==> src/rtl/ysyx_25060173_ifu.sv <==
// Instruction fetch unit: REQ/WAIT/HOLD/HALT fetch FSM with redirect and kill.
// Optional counters are enabled by defining YSYX_25060173_IFU_PERF_EN.
module ysyx_25060173_ifu #(
  parameter logic [31:0] RESET_PC = 32'h8000_0000
) (
  input  logic        clk,
  input  logic        rst_n,
  output logic        imem_req_valid,
  input  logic        imem_req_ready,
  output logic [31:0] imem_req_addr,
  input  logic        imem_rsp_valid,
  input  logic [31:0] imem_rsp_data,
  output logic        inst_valid,
  input  logic        inst_ready,
  output logic [31:0] inst,
  output logic [31:0] inst_pc,
  input  logic        redirect_valid,
  input  logic [31:0] redirect_pc,
  input  logic        halt
`ifdef YSYX_25060173_IFU_PERF_EN
  ,
  output logic [31:0] perf_fetch_cnt,
  output logic [31:0] perf_stall_cnt
`endif
);

  typedef enum logic [1:0] {
    S_REQ,
    S_WAIT,
    S_HOLD,
    S_HALT
  } state_e;

  state_e      state_q, state_d;
  logic [31:0] pc_q, pc_d;
  logic        kill_q, kill_d;
  logic [31:0] inst_q, inst_d;
  logic [31:0] inst_pc_q, inst_pc_d;
  logic [31:0] tgt;
  logic        req_fire;
  logic        inst_fire;

  assign tgt = {redirect_pc[31:2], 2'b00};

  // Gate with rst_n so no request leaks out while reset is held.
  assign imem_req_valid = rst_n & (state_q == S_REQ);
  assign imem_req_addr  = pc_q;
  assign inst_valid     = (state_q == S_HOLD);
  assign inst           = inst_q;
  assign inst_pc        = inst_pc_q;

  assign req_fire  = imem_req_valid & imem_req_ready;
  assign inst_fire = inst_valid & inst_ready;

  always_comb begin
    state_d   = state_q;
    pc_d      = pc_q;
    kill_d    = kill_q;
    inst_d    = inst_q;
    inst_pc_d = inst_pc_q;
    unique case (state_q)
      S_REQ: begin
        if (redirect_valid) pc_d = tgt;
        if (req_fire) begin
          state_d = S_WAIT;
          kill_d  = redirect_valid;
        end
      end
      S_WAIT: begin
        if (redirect_valid) begin
          pc_d   = tgt;
          kill_d = 1'b1;
        end
        if (imem_rsp_valid) begin
          // A response racing a redirect belongs to the stale pc.
          if (kill_q | redirect_valid) begin
            kill_d  = 1'b0;
            state_d = S_REQ;
          end else begin
            inst_d    = imem_rsp_data;
            inst_pc_d = pc_q;
            state_d   = S_HOLD;
          end
        end
      end
      S_HOLD: begin
        if (redirect_valid) begin
          pc_d    = tgt;
          state_d = S_REQ;
        end else if (inst_ready) begin
          pc_d    = pc_q + 32'd4;
          state_d = halt ? S_HALT : S_REQ;
        end
      end
      S_HALT: ;
      default: state_d = S_REQ;
    endcase
  end

  always_ff @(posedge clk or negedge rst_n) begin
    if (!rst_n) begin
      state_q   <= S_REQ;
      pc_q      <= RESET_PC;
      kill_q    <= 1'b0;
      inst_q    <= 32'h0;
      inst_pc_q <= 32'h0;
    end else begin
      state_q   <= state_d;
      pc_q      <= pc_d;
      kill_q    <= kill_d;
      inst_q    <= inst_d;
      inst_pc_q <= inst_pc_d;
    end
  end

`ifdef YSYX_25060173_IFU_PERF_EN
  logic [31:0] fetch_cnt_q;
  logic [31:0] stall_cnt_q;

  always_ff @(posedge clk or negedge rst_n) begin
    if (!rst_n) begin
      fetch_cnt_q <= 32'h0;
      stall_cnt_q <= 32'h0;
    end else begin
      if (inst_fire & ~redirect_valid)
        fetch_cnt_q <= fetch_cnt_q + 32'd1;
      if ((state_q == S_REQ) | (state_q == S_WAIT))
        stall_cnt_q <= stall_cnt_q + 32'd1;
    end
  end

  assign perf_fetch_cnt = fetch_cnt_q;
  assign perf_stall_cnt = stall_cnt_q;
`endif

endmodule

==> config.mk <==
export PLATFORM = sky130hd
export DESIGN_NAME = ysyx_25060173_ifu
export DESIGN_NICKNAME = d
export VERILOG_FILES = /design/src/rtl/ysyx_25060173_ifu.sv
export SDC_FILE = /design/constraint.sdc
export NUM_CORES = 1
export LEC_CHECK = 0
export CAP_MARGIN = 20
export CORE_MARGIN = 4
export CORE_UTILIZATION = 44
export DETAILED_ROUTE_END_ITERATION = 16
export GPL_TIMING_DRIVEN = 0
export PLACE_DENSITY = 0.8
export SLEW_MARGIN = 20
export SYNTH_ARGS = -nofsm -noshare
export SYNTH_HDL_FRONTEND = slang
export SYNTH_SLANG_ARGS = --single-unit
==> constraint.sdc <==
create_clock -name clk -period 4.2 [get_ports clk]
set_input_delay 0.63 -clock clk [delete_from_list [all_inputs] [get_ports clk]]
set_output_delay 0.63 -clock clk [all_outputs]
set_load 0.1 [all_outputs]
=== Word-level counts from Yosys, hierarchy flattened ===
Cells that the tools add are included.

* Output and inout port bits: 98
* Register bits after elaboration: 99
* Input bits: 71

* Add/subtract/negate cells: 1
* Reductions and logical operators: 9
* Bitwise operators: 4
* Mux-type cells: 16
* Equality and inequality tests: 6

{| class="wikitable"
|+ Operators with widths
! operator !! number
|-
| $mux 32 || 3
|-
| $pmux 32 s2 || 1
|-
| $add 32x3->32 const B || 1
|-
| $mux 2 || 6
|-
| $pmux 2 s3 || 1
|-
| $reduce_and 3->1 || 2
|-
| $mux 1 || 4
|-
| $ne 2x2->1 const B || 2
|-
| $reduce_and 4->1 || 1
|-
| $reduce_bool 2->1 || 2
|-
| $ne 3x1->1 const B || 1
|-
| $reduce_bool 3->1 || 1
|-
| $and 1x1->1 || 2
|-
| $eq 2x1->1 const B || 1
|-
| $eq 2x2->1 const B || 1
|-
| $logic_not 2->1 || 1
|-
| $ne 2x1->1 const B || 1
|-
| $pmux 1 s2 || 1
|-
| $reduce_and 2->1 || 1
|-
| $reduce_or 2->1 || 1
|-
| $not 1->1 || 1
|-
| $or 1x1->1 || 1
|}

=== Depth between registers and ports, before layout ===
Gate-level depths: netlist of run 1.

* Depth in word-level cells: 5
* Depth in mapped cells: 9

=== Worst setup path after synthesis of run 1 ===
No wires, ideal clock.

* Path type: register to register
* From: reg state_q[0]
* To: reg pc_q[30], in the netlist imem_req_addr[30]
* Stages on the path, launching flop included: 9
* Arrival: 2,558 ps
* Clock period less this slack: 2,652 ps
* Slack: 1,548 ps
* Library setup time: 94 ps
* Cell sequence: dfrtp_1 > inv_1 > ha_1 > nand2b_1 > o221ai_1 > buf_2 > buf_2 > a21oi_1 > a211oi_1

* Elaborated cells on any way between the ends: 9
* Those cells by class: eq/ne (4); mux (1); reduce/logical (4)

{| class="wikitable"
|+ RTL lines
! element !! line !! text
|-
| from (decl) || 34 || <nowiki>state_e state_q, state_d;</nowiki>
|-
| from (signal assigned) || 108 || <nowiki>state_q <= state_d;</nowiki>
|-
| $eq 2x2->1 (*) || n/a ||
|-
| net inst_valid || 13 || <nowiki>output logic inst_valid,</nowiki>
|-
| $ne 3x1->1 (no line) / $reduce_bool 2->1 (equally long branches) || n/a ||
|-
| $reduce_and 3->1 (no line) || n/a ||
|-
| to (signal assigned) || 109 || <nowiki>pc_q <= pc_d;</nowiki>
|-
| to (decl) || 35 || <nowiki>logic [31:0] pc_q, pc_d;</nowiki>
|}

Mark *: on every way through the listed nets, which the timed path passes. The rest lies on a longest branch.
A chain may end at the register's enable or synchronous reset.

=== Worst setup path after layout of run 1 ===
* From: in rst_n
* To: out imem_req_valid

* Word-level cells in the longest chain between the ends: 1

{| class="wikitable"
|+ RTL lines
! element !! line !! text
|-
| from (decl) || 7 || <nowiki>input logic rst_n,</nowiki>
|-
| $and 1x1->1 || 46 || <nowiki>assign imem_req_valid = rst_n & (state_q == S_REQ);</nowiki>
|-
| to (decl) || 8 || <nowiki>output logic imem_req_valid,</nowiki>
|}

Every way passes these cells.

==> flow_summary.yaml, run 1 <==
clocking:
  clockRootBuffer: "clkbuf_8"
  cts_resized: 0
  cts_tree: "done"
  clock_path_buffers: 2
  clk_pin_slew_ns: 0.09
  ctsHtreeMaxLevel: 3
  clock-sinks: 95
  holdBufCountCts: 0
  clk_latency_ns: 0.37
  numCtsBuffers: 9
  cts_setup_buffers: 0
synth:
  muxShareOfSynthArea: 0.159
  synth_top_family_by_area: "multiplexers"
  ys_ff_latch: 95
  synth_async_sr_flop_share: 1.00
  synth-simple-area-share: 0.132
  syn_avg_cell_area_um2: 11.1
  ys.flop_type: "dfrtp_1"
  synth_compound_area_frac: 0.137
  syn_inst: 408
  syn_area_um2: 4510
  ys_warn_count: 0
  synth-edff-count: 0
  synthAdderAreaFrac: 0.0111
  seq_area_frac_synth: 0.527
  synth-xor-area-share: 0
  synth.distinct_cells: 54
critical_path:
  critPathArrivalTime_ns: 2.62
  critPathRequiredTime_ns: 3.57
  worstPathMaxFanout: 52
  crit_chain: "buf_6, buf_16, and2_1, clkdlybuf4s50_1"
  path_class: "input port to output pin"
  critical_path.endpoint_type: "output pin"
  max_stage_delay_ns: 1.12
  cp_slowest_cell: "clkdlybuf4s50_1"
  start_kind: "input port"
drt:
  drt-initial-drc-count: 364
  routedWlPerCell_um: 18.5
  first_pass_iters: 5
  drc: 0
  dr_total_vias: 4050
  totalWireLength_um: 13300
  viasPerCell: 5.61
  drtAntennaViolNets: 0
min_path:
  worstHoldPathType: "input port to async pin"
floorplanning:
  core_um2: 9860
  io-pin-count: 169
  start_util: 0.458
  fp.dieH_um: 109
  die_w_um: 109
  dieArea_um2: 11900
  std_cell_rows: 36
global_routing:
  grt_pass1_wl_um: 20800
  grt_max_degree: 53
  overflow: 0
  grt_pass1_vias: 4000
  globalRouteTotalUtil: 0.223
  top_usage_layer: "met2"
  grt_use_met3: 0.0376
  antenna_found_initial: 0
  use_met1: 0.300
  use_met2: 0.372
placed_design:
  hpwl_um: 9850
  gp_congestion: 0.883
  port_buffers: 161
job:
  cap_violations: 0
sta:
  fin_crit_sh: 0.774
  worst_pin_slew_ns: 1.02
  hold_viol: 0
  fmax_ghz: 0.308
  setup_viol: 0
  maxSlewViolCount: 0
  fin_skew_ns: 0.00860
  tns_ns: 0
  period_minus_slack_ns: 3.25
  rsz0062_at_grt: "no"
  slew_headroom: 0.316
outcome:
  status: "complete, no violations"
finish:
  nets: 659
  n_antenna_cell: 0
  area_growth_pct: 45.7
  fillers: 800
  drive_above_1_share: 0.178
  postLayoutCoreUtil: 0.667
[logic make-up after synthesis]
logic type,Yosys count
other,1
DFF,95
muxes,64
adders and majority gates,4
buffers and inverters,32
AOI/OAI and AO/OA,96
and+or+nand+nor,116
[registers in the layout, summed over array words and instances (netlist names)]
name	count
imem_req_addr	30
inst	32
inst_pc	30
kill_q	1
state_q	2
[placed cells by master, fill, tap and decap left out, types with 3 or more instances in the layout]
cell,instances
bufinv_16,3
a31oi_1,3
inv_1,6
nand4_1,7
nor3_1,10
a311oi_1,4
dfrtp_1,94
buf_2,10
o21ai_0,18
and4_1,3
buf_4,4
a22oi_1,3
clkdlybuf4s50_1,160
conb_1,4
and3_1,3
ha_1,4
nand3_1,15
a21oi_1,32
nand2_1,35
clkbuf_1,11
o22ai_1,7
o31ai_1,4
nor2_1,25
mux2_2,63
clkbuf_8,9
a2bb2oi_1,5
or3_1,3
[cells in the mapped netlist (all sizes together) (4+ instances only)]
cell     number  area [um^2]
dfrtp        94         2350
mux2         63          709
nand2        35          131
a21oi        32          160
nor2         25         93.8
o21ai        18         90.1
nand3        16         92.6
buf          15         83.8
clkbuf       11         41.3
nor3         11         60.1
nand4         7         43.8
o22ai         7         43.8
inv           6         22.5
a2bb2oi       5         43.8
a311oi        4         35.0
and3          4         26.3
ha            4         50.1
o31ai         4         30.0
or3           4         30.0
[worst max-delay path: cells and delay by family]
family                 cells  cell delay (ns)
buffers and inverters      3             1.78
and+or+nand+nor            1             0.17
[per-stage QoR]
step | setup slack (ns) | hold slack [ns] | area [um^2] | std cells
after floorplan | 1.55 | 0.334 | 4530 | 411
after global placement | -2.24 | 0.488 | 6300 | 705
after detailed placement | 0.902 | 0.494 | 6330 | 706
after CTS | 0.888 | 0.191 | 6580 | 722
after global routing | 0.791 | 0.211 | 6580 | 722
final | 0.950 | 0.181 | 6580 | 722
[per-layer routing]
metal,vias up,share of wire
met2,208,0.50
met1,1974,0.40
met3,12,0.085
li1,1856,-
met5,-,0
met4,0,0.012
[layout make-up]
type	count	area, um^2	area share
timing repair buffer	162	1640	0.249
multi-input combinational	284	2000	0.304
buffer	26	125	0.0190
tap	133	166	0.0253
inverter	6	22.5	0.00342
clock inverter	7	120	0.0183
clock buffer	9	124	0.0188
sequential	95	2380	0.362
[path summary, 6_finish.rpt]
kind | slack (ns) | start | depth (start not counted) | to
min | 0.18 | rst_n | 1 | inst[27]
max in group asynchronous | 3.37 | rst_n | 2 | imem_req_addr[31]
min in group clk | 0.51 | inst[22] | 1 | inst[22]
min reg2reg | 0.51 | inst[22] | 1 | inst[22]
max reg2reg | 1.57 | state_q[1] | 6 | inst_pc[22]
max | 0.95 | rst_n | 4 | imem_req_valid
Power of run 1 is not shown: default switching activity piles up to over one toggle a cycle in this logic, so the estimate is an artifact.
==> inputs of run 2 (changes only) <==
Settings changed: CORE_UTILIZATION 44 to 40, PLACE_DENSITY 0.8 to 0.76.
Clock period 4.2 ns to 2.95 ns, I/O delays scaled along.
==> flow_summary.yaml, run 2 (same netlist as run 1, synthesis figures left out) <==
clocking:
  holdBufCountCts: 0
  clockRootBuffer: "clkbuf_16"
  cts_tree: "done"
  ctsHtreeMaxLevel: 3
  clock-sinks: 95
  numCtsBuffers: 9
  clk_latency_ns: 0.34
  cts_resized: 0
  cts_setup_buffers: 0
  clk_pin_slew_ns: 0.06
  clock_path_buffers: 2
global_routing:
  globalRouteTotalUtil: 0.212
  antenna_found_initial: 0
  grt_pass1_vias: 4355
  grt_max_degree: 51
  overflow: 0
  grt_pass1_wl_um: 22100
finish:
  drive_above_1_share: 0.177
  postLayoutCoreUtil: 0.606
  final_common_cell: "clkdlybuf4s50_1"
  nets: 659
  final_cell_mix: "159 x clkdlybuf4s50_1, 94 x dfrtp_1, 63 x mux2_2"
  fin_cells: 728
  final_area_um2: 6620
  fillers: 951
  largest_register_ffs: 32
  n_antenna_cell: 0
  area_growth_pct: 46.7
floorplanning:
  dieArea_um2: 13000
  die_w_um: 114
  std_cell_rows: 38
  fp.dieH_um: 114
  core_um2: 10900
  io-pin-count: 169
  start_util: 0.413
critical_path:
  critical_path.endpoint_type: "output pin"
  reg2reg_depth: 8
  worstPathMaxFanout: 6
  path_class: "register to output pin"
  cp_top_family: "buffers and inverters"
  path_depth: 3
  path_buf_inv: 2
  start_kind: "register"
  critPathArrivalTime_ns: 2.32
  cp_slowest_cell: "clkdlybuf4s50_1"
  r2r-end: "imem_req_addr[23]"
  critPathRequiredTime_ns: 2.51
  crit_chain: "inv_1, ha_1, clkdlybuf4s50_1"
  r2r_start: "state_q[0]"
  max_stage_delay_ns: 1.17
  r2r_slack_ns: 0.45
drt:
  dr_total_vias: 4082
  drt-initial-drc-count: 412
  drtAntennaViolNets: 0
  drc: 0
  routedWlPerCell_um: 18.8
  totalWireLength_um: 13700
  viasPerCell: 5.61
  first_pass_iters: 5
sta:
  rsz0062_at_grt: "no"
  fmax_ghz: 0.363
  hold_viol: 0
  maxSlewViolCount: 0
  fin_crit_sh: 0.935
  setup_viol: 0
  worst_pin_slew_ns: 1.02
  period_minus_slack_ns: 2.76
  slew_headroom: 0.320
  fin_worst_hold_slack_ns: 0.0393
  fin_skew_ns: 0.00682
placed_design:
  dpl.cell_count: 713
  hpwl_um: 10200
  place_area_um2: 6350
  gp_congestion: 0.924
  port_buffers: 161
job:
  cap_violations: 0
outcome:
  status: "complete, no violations"
min_path:
  worstHoldPathType: "input port to async pin"
## run 2: cell type report
type                            instances  area (um^2)  share of cell area
Buffer                                 26          125              0.0189
Clock inverter                          3         18.8             0.00283
Clock buffer                           12          256              0.0387
Timing Repair Buffer                  162         1640               0.248
Inverter                                6         22.5             0.00340
Tap cell                              140          175              0.0264
Multi-Input combinational cell        284         2000               0.303
Sequential cell                        95         2380               0.359
## run 2: stage by stage
stage                     setup TNS (ns)  setup slack, ns
after floorplan                        0            0.298
after global placement           -210.20            -3.11
after detailed placement               0            0.319
after CTS                              0           0.0703
after global routing                   0            0.124
final                                  0            0.192
## run 2: worst max path at each step
stage	from	endpoint	slack, ns
detailed placement	rst_n	imem_req_valid	0.32
global route	state_q[0]	inst_valid	0.12
finish	state_q[0]	inst_valid	0.19
global placement	rst_n	imem_req_valid	-3.11
floorplan	state_q[0]	imem_req_addr[30]	0.30
CTS	state_q[1]	imem_req_valid	0.07
## run 2: worst reg2reg max path, cell delays in order, from the launching register on
cell	delay, ns
dfrtp_1	0.44
inv_1	0.11
ha_1	0.26
nor2b_1	0.16
clkbuf_1	0.25
clkbuf_1	0.50
nand3_1	0.31
nor3_1	0.26
nor3_1	0.09
## run 2: per-layer routing
layer | track usage | share of wire | vias up
met5 | 0 | 0 | -
met4 | 0.0744 | 0.014 | 0
met3 | 0.0412 | 0.090 | 15
met2 | 0.358 | 0.50 | 217
met1 | 0.272 | 0.39 | 2004
li1 | - | - | 1846
Power of run 2 is left out for the same reason.
